`config.mk`:
```
export PLATFORM = sky130hd
export DESIGN_NAME = fp_mac_acc_engine
export DESIGN_NICKNAME = d
export VERILOG_FILES = /design/src/rtl/fp_mac_acc_engine.sv
export SDC_FILE = /design/constraint.sdc
export NUM_CORES = 2
export LEC_CHECK = 0
export BUFFER_PORTS_ARGS = -buffer_cell sky130_fd_sc_hd__buf_2
export CORE_UTILIZATION = 45
export CTS_BUF_LIST = sky130_fd_sc_hd__clkbuf_16
export DETAILED_ROUTE_END_ITERATION = 6
export GPL_ROUTABILITY_DRIVEN = 0
export GPL_TIMING_DRIVEN = 0
export HOLD_SLACK_MARGIN = 0.1
export PLACE_DENSITY_LB_ADDON = 0.05
export SLEW_MARGIN = 20
export SYNTH_ARGS = -nofsm -noshare
export SYNTH_HDL_FRONTEND = slang
export SYNTH_SLANG_ARGS = --single-unit
```
`constraint.sdc`:
```
create_clock -name clk -period 16.2 [get_ports clk]
set_input_delay 3.24 -clock clk [delete_from_list [all_inputs] [get_ports clk]]
set_output_delay 3.24 -clock clk [all_outputs]
set_load 0.05 [all_outputs]
```
`src/rtl/fp_mac_acc_engine.sv`:
```
// fp_mac_acc_engine: Avalon-MM binary32 multiply-accumulate engine (flush-to-zero, round toward zero).
// Optional sticky exception flags register is built when FP_MAC_ACC_FLAGS_EN is defined.
module fp_mac_acc_engine #(
  parameter int unsigned LEN_W    = 8,
  parameter logic [31:0] ACC_INIT = 32'h0000_0000
) (
  input  logic        clk,
  input  logic        reset,
  input  logic        chipselect,
  input  logic [2:0]  address,
  input  logic [31:0] writedata,
  input  logic        write,
  input  logic        read,
  output logic        waitrequest,
  output logic [31:0] readdata
);

  localparam logic [31:0] QNAN = 32'h7FC0_0000;

  typedef enum logic [1:0] {IDLE = 2'd0, MUL = 2'd1, ADD = 2'd2} state_t;

  state_t           state_q, state_d;
  logic [31:0]      opa_q, opb_q, acc_q, prod_q;
  logic [LEN_W-1:0] len_q, cnt_q, cnt_nxt;
  logic             done_q, mode_q;
  logic             busy, access, wr_acc, rd_acc, clear_cmd;

  // Product: result in [31:0], {underflow, overflow, invalid} in [34:32]
  function automatic logic [34:0] fp_mul(input logic [31:0] a, input logic [31:0] b);
    logic        sgn, a_nan, b_nan, a_inf, b_inf, a_zero, b_zero;
    logic [24:0] ph;
    logic [9:0]  ex;
    logic [34:0] r;
    sgn    = a[31] ^ b[31];
    a_nan  = (a[30:23] == 8'hFF) && (a[22:0] != 23'd0);
    b_nan  = (b[30:23] == 8'hFF) && (b[22:0] != 23'd0);
    a_inf  = (a[30:23] == 8'hFF) && (a[22:0] == 23'd0);
    b_inf  = (b[30:23] == 8'hFF) && (b[22:0] == 23'd0);
    a_zero = (a[30:23] == 8'h00);
    b_zero = (b[30:23] == 8'h00);
    ph     = 25'((48'({1'b1, a[22:0]}) * 48'({1'b1, b[22:0]})) >> 23);
    ex     = {2'b00, a[30:23]} + {2'b00, b[30:23]} + 10'(ph[24]);
    r      = '0;
    if (a_nan || b_nan || (a_inf && b_zero) || (b_inf && a_zero)) r = {3'b001, QNAN};
    else if (a_inf || b_inf)   r = {3'b000, sgn, 8'hFF, 23'd0};
    else if (a_zero || b_zero) r = {3'b000, sgn, 31'd0};
    else if (ex >= 10'd382)    r = {3'b010, sgn, 8'hFF, 23'd0};
    else if (ex <= 10'd127)    r = {3'b100, sgn, 31'd0};
    else r = {3'b000, sgn, 8'(ex - 10'd127), (ph[24] ? ph[23:1] : ph[22:0])};
    return r;
  endfunction

  // Sum: same packing as fp_mul; guard/round/sticky keep truncation exact
  function automatic logic [34:0] fp_add(input logic [31:0] a, input logic [31:0] b);
    logic        a_nan, b_nan, a_inf, b_inf, a_zero, b_zero, swap, eff_sub;
    logic [31:0] big, sml;
    logic [7:0]  d;
    logic [26:0] mb, ms, sh;
    logic [27:0] sum;
    logic [4:0]  p;
    logic [9:0]  ex;
    logic [34:0] r;
    a_nan   = (a[30:23] == 8'hFF) && (a[22:0] != 23'd0);
    b_nan   = (b[30:23] == 8'hFF) && (b[22:0] != 23'd0);
    a_inf   = (a[30:23] == 8'hFF) && (a[22:0] == 23'd0);
    b_inf   = (b[30:23] == 8'hFF) && (b[22:0] == 23'd0);
    a_zero  = (a[30:23] == 8'h00);
    b_zero  = (b[30:23] == 8'h00);
    swap    = (b[30:0] > a[30:0]);
    big     = swap ? b : a;
    sml     = swap ? a : b;
    d       = big[30:23] - sml[30:23];
    eff_sub = big[31] ^ sml[31];
    mb      = {1'b1, big[22:0], 3'b000};
    ms      = {1'b1, sml[22:0], 3'b000};
    if (d >= 8'd27) begin
      sh = 27'd1;
    end else begin
      sh = ms >> d;
      if ((ms & ~({27{1'b1}} << d)) != 27'd0) sh[0] = 1'b1;
    end
    sum = eff_sub ? ({1'b0, mb} - {1'b0, sh}) : ({1'b0, mb} + {1'b0, sh});
    p   = 5'd0;
    for (int i = 0; i < 28; i++) if (sum[i]) p = 5'(i);
    ex  = {2'b00, big[30:23]} + 10'(p);
    r   = '0;
    if (a_nan || b_nan || (a_inf && b_inf && (a[31] != b[31]))) r = {3'b001, QNAN};
    else if (a_inf)              r = {3'b000, a};
    else if (b_inf)              r = {3'b000, b};
    else if (a_zero && b_zero)   r = {3'b000, a[31] & b[31], 31'd0};
    else if (a_zero)             r = {3'b000, b};
    else if (b_zero)             r = {3'b000, a};
    else if (sum == 28'd0)       r = '0;
    else if (ex >= 10'd281)      r = {3'b010, big[31], 8'hFF, 23'd0};
    else if (ex <= 10'd26)       r = {3'b100, big[31], 31'd0};
    else r = {3'b000, big[31], 8'(ex - 10'd26), 23'((sum << (5'd27 - p)) >> 4)};
    return r;
  endfunction

`ifdef FP_MAC_ACC_FLAGS_EN
  logic [34:0] mul_w, add_w;
  assign mul_w = fp_mul(opa_q, opb_q);
  assign add_w = fp_add(acc_q, prod_q);
`else
  logic [31:0] mul_w, add_w;
  assign mul_w = 32'(fp_mul(opa_q, opb_q));
  assign add_w = 32'(fp_add(acc_q, prod_q));
`endif

  assign busy      = (state_q != IDLE);
  assign access    = chipselect & (read | write);
  assign wr_acc    = chipselect & write & ~busy;
  assign rd_acc    = chipselect & read & ~busy;
  assign clear_cmd = wr_acc && (address == 3'd3) && writedata[0];
  assign cnt_nxt   = (cnt_q == '1) ? cnt_q : cnt_q + LEN_W'(1);

  // State register
  always_ff @(posedge clk) begin
    if (reset) state_q <= IDLE;
    else       state_q <= state_d;
  end

  // Next-state and stall generation
  always_comb begin
    state_d     = state_q;
    waitrequest = access && (state_q != IDLE);
    case (state_q)
      IDLE:    if (wr_acc && (address == 3'd1)) state_d = MUL;
      MUL:     state_d = ADD;
      ADD:     state_d = IDLE;
      default: state_d = IDLE;
    endcase
  end

  // Host register writes and the MUL/ADD pipeline
  always_ff @(posedge clk) begin
    if (reset) begin
      opa_q  <= '0;
      opb_q  <= '0;
      prod_q <= '0;
      acc_q  <= ACC_INIT;
      len_q  <= '0;
      cnt_q  <= '0;
      done_q <= 1'b0;
      mode_q <= 1'b0;
    end else begin
      if (state_q == MUL) prod_q <= mul_w[31:0];
      if (state_q == ADD) begin
        acc_q <= mode_q ? prod_q : add_w[31:0];
        cnt_q <= cnt_nxt;
        if ((len_q != '0) && (cnt_nxt == len_q)) done_q <= 1'b1;
      end
      if (wr_acc) begin
        case (address)
          3'd0: opa_q <= writedata;
          3'd1: opb_q <= writedata;
          3'd2: acc_q <= writedata;
          3'd3: begin
            mode_q <= writedata[1];
            if (writedata[0]) begin
              acc_q  <= ACC_INIT;
              cnt_q  <= '0;
              done_q <= 1'b0;
            end
          end
          3'd4: begin
            len_q  <= writedata[LEN_W-1:0];
            done_q <= 1'b0;
          end
          default: ;
        endcase
      end
    end
  end

`ifdef FP_MAC_ACC_FLAGS_EN
  logic [2:0] flags_q, pflags_q;

  // Sticky exception flags; cleared by reading them or by a clear command
  always_ff @(posedge clk) begin
    if (reset) begin
      flags_q  <= '0;
      pflags_q <= '0;
    end else begin
      if (state_q == MUL) pflags_q <= mul_w[34:32];
      if (clear_cmd || (rd_acc && (address == 3'd5))) flags_q <= '0;
      else if (state_q == ADD) flags_q <= flags_q | pflags_q | (mode_q ? 3'b000 : add_w[34:32]);
    end
  end
`endif

  // Read mux, zero whenever no read is being accepted
  always_comb begin
    readdata = 32'd0;
    if (rd_acc) begin
      case (address)
        3'd2:    readdata = acc_q;
        3'd3:    readdata = 32'({cnt_q, done_q, busy});
        3'd4:    readdata = 32'(len_q);
`ifdef FP_MAC_ACC_FLAGS_EN
        3'd5:    readdata = 32'(flags_q);
`endif
        default: readdata = 32'd0;
      endcase
    end
  end

endmodule

```
==> flow_summary.toml <==
[floorplanning]
start_util = 0.455
rows = 101
die_h_microns = 279
fp.dieW_microns = 279
coreArea_sq_um = 75900
dieArea_sq_um = 78000
io_pins = 73

[logic_synthesis]
postSynthRegisterBits = 148
synth_top_flop_cell = "dfxtp_1"
yosysSeqAreaShare = 0.0857
synth_area_leaders = "fa_1, ha_1, dfxtp_1"
synth_most_common_cell = "nand2_1"
synth_common_cells = "nand2_1, inv_1, fa_1"
synthCells = 4388
synth.distinct_cells = 114
async_flop_share = 0
synth-edff-count = 0
yosys.area.top_type_share = 0.281
syn_nets = 5181
yosys_warnings = 0
syn_area_sq_um = 34600
synth_area_per_cell_sq_um = 7.88
synth.largest_area_cell = "fa_1"

[sta]
clock.fmax_mhz = 64.7
relSlewSlack = 0.161
fin_crit_ns = 15.47
timing.hold.ws_ns = 0.470
finalSetupViolCount = 0
hold_viol_final = 0
final.setup_skew_ns = 0.0237
tightest_slew_ns = 1.25
slew_violations = 0
period_share = 0.955
grt_setup_unrepaired = "true"

[grt]
grt_overflow = 0
antenna_found_initial = 4
grt_start_max_net_pins = 20
top_usage_layer = "met1"
grt_pass1_vias = 31206
grt_pass1_wl_microns = 200000
met2_usage = 0.496
grtUsageMet1 = 0.513
grt_usage = 0.346
gr-usage-met3 = 0.0872

[min_path]
min_from = "opb_q[31]"
min_path_cells = 2
whs_endpoint = "opb_q[31]"
hp-class = "reg2reg"

[setup_path]
cp_data_arrival_time_ns = 15.76
crit_required_ns = 16.50
end_kind = "flop"
r2r_slack_ns = 0.73
r2r_start = "acc_q[13]"
cp_slowest_stage_delay_ns = 0.63
cp_common_cell = "a21oi_1"
crit_fanout = 28
rr_worst_depth = 59
critPathKind = "reg2reg"
start_kind = "flop"
cp_slowest_cell = "a2111oi_2"
critPathTopFamily = "compound AO/OA/AOI/OAI gates"
r2r_end = "acc_q[18]"
worst-path-buf-inv = 12

[layout]
drive_above_1_share = 0.0499
fillers = 7743
multi_input_comb_area_sq_um = 28100
design_area_sq_um = 37000
regArea_sq_um = 2960
nNetsFinal = 5267
area_growth_pct = 6.90

[route]
drc = 5
wl_per_cell_microns = 24.4
ant_nets = 0
drtIter0Drc = 3625
wirelength_microns = 135000
firstDrtPassIters = 7
via_per_inst = 5.91
dr_total_vias = 32614

[cts]
clockRootBuffer = "clkbuf_16"
clockBufferDepth = 2
cts_tree = "yes"
numCtsBuffers = 17
clk_latency_ns = 0.46
cts_hold_buf = 0
clk_pin_slew_worst_paths_ns = 0.07
cts.sinks = 148
cts_max_level = 4

[power_and_ir_drop]
power-per-cell-area_nw_per_um2 = 47.0
clkPwrFrac = 0.247
p_leak_nw = 17.1
p_switching_mw = 0.841
seqPwrFrac = 0.217
pwr-share-comb = 0.536
vdd_drop_max_mv = 0.0799
p_int_mw = 0.897
p_sw_frac = 0.484

[placed_design]
io_buffers = 69
placed_area_sq_um = 36200
dp_hpwl_microns = 112000

[job]
cap_violations = 0

[status]
status = "complete, but fails checks"
violations = "DRC"
cells in the final DEF (no fill, tap or decap), drive strengths merged, types with 14 or more instances in the layout:
| cell | synthesis | routed |
|---|---|---|
| nor3 | 64 | 64 |
| nor2b | 26 | 26 |
| a31oi | 35 | 35 |
| nand4 | 33 | 33 |
| mux2 | 19 | 19 |
| nand3 | 59 | 59 |
| o211ai | 40 | 40 |
| and2 | 235 | 235 |
| a22oi | 14 | 14 |
| buf | 43 | 114 |
| xor2 | 24 | 24 |
| nand2 | 704 | 704 |
| dfxtp | 148 | 148 |
| o21bai | 17 | 17 |
| a211oi | 35 | 35 |
| xnor2 | 63 | 63 |
| clkbuf | 227 | 238 |
| mux2i | 148 | 148 |
| nand2b | 32 | 32 |
| fa | 485 | 485 |
| a21oi | 233 | 233 |
| o21ai | 185 | 185 |
| a21o | 32 | 32 |
| or3 | 18 | 18 |
| ha | 268 | 268 |
| and3 | 29 | 29 |
| nor4 | 61 | 61 |
| nor2 | 218 | 218 |
| inv | 658 | 668 |
worst min-delay path: stages, from the launching register on:
cell,delay [ns]
dfxtp_1,0.32
nand2_1,0.05
a21oi_1,0.05
registers in the layout, indices dropped and copies added (netlist names):
signal / cells
opa_q: 32
cnt_q: 8
len_q: 8
acc_q: 32
opb_q: 32
prod_q: 32
mode_q: 1
state_q: 2
done_q: 1
per-layer routing:
metal,part of all wire,up-vias
met1,0.45,16134
li1,-,14565
met3,0.11,246
met2,0.41,1663
met5,0.00031,-
met4,0.029,6
kinds of logic (layout without fill, tap and decap cells):
kind of cell / count (synthesis) / in the layout / synth area share
other: 0 / 5 / 0
AND/OR/NAND/NOR: 1526 / 1526 / 0.208
flip-flops: 148 / 148 / 0.0857
adder cells (fa/ha/maj): 753 / 753 / 0.378
AO/OA/AOI/OAI: 770 / 770 / 0.147
multiplexers: 175 / 175 / 0.0547
buffers and inverters: 929 / 1028 / 0.104
XOR/XNOR: 87 / 87 / 0.0234
area by class of cell:
class | count | share of cell area
multi-input cells | 3311 | 0.761
flip-flops and latches | 148 | 0.0801
inverters | 659 | 0.0669
well taps | 1030 | 0.0349
plain buffers | 264 | 0.0301
clock buffers | 17 | 0.0115
repair buffers | 73 | 0.0102
clock inverters | 15 | 0.00538
diodes | 5 | 0.000338
worst max path at each step:
| stage | start | endpoint | slack, ns | cells after the start |
|---|---|---|---|---|
| 2_1_floorplan | acc_q[25] | acc_q[18] | 3.52 | 70 |
| 3_3_place_gp | acc_q[13] | acc_q[18] | -1.10 | 61 |
| 3_5_place_dp | acc_q[13] | acc_q[18] | -0.78 | 61 |
| 4_1_cts | acc_q[25] | acc_q[18] | 0.31 | 65 |
| 5_1_grt | acc_q[13] | acc_q[18] | -0.05 | 59 |
| 6_report | acc_q[13] | acc_q[18] | 0.73 | 59 |
repair_timing:
item,4_1_cts,5_1_grt
gates cloned,0,0
setup endpoints to repair,16,52
buffers inserted,2,2
pin swaps,1,1
resized for setup,5,15
power by group through the flow:
stage                     Sequential [mW]  Combinational (mW)  Clock, mW
after floorplan                     0.379               0.621          0
after global placement              0.385               0.888          0
after detailed placement            0.385               0.883          0
after CTS                           0.376               0.890      0.432
after global routing                0.377               0.984      0.446
final                               0.377               0.932      0.430
through the flow:
stage               worst slack (ns)  TNS [ns]  std cells   util  power, mW
floorplan                       3.52         0       4388      -       1.00
global route                 -0.0456   -0.0603       5517  0.487       1.81
finish                         0.734         0       5522  0.487       1.74
CTS                            0.311         0       5519  0.486       1.70
global placement               -1.10     -6.69       5487  0.477       1.27
detailed placement            -0.777     -1.92       5487  0.477       1.27
Note: power is estimated with default switching activity, not from simulation.
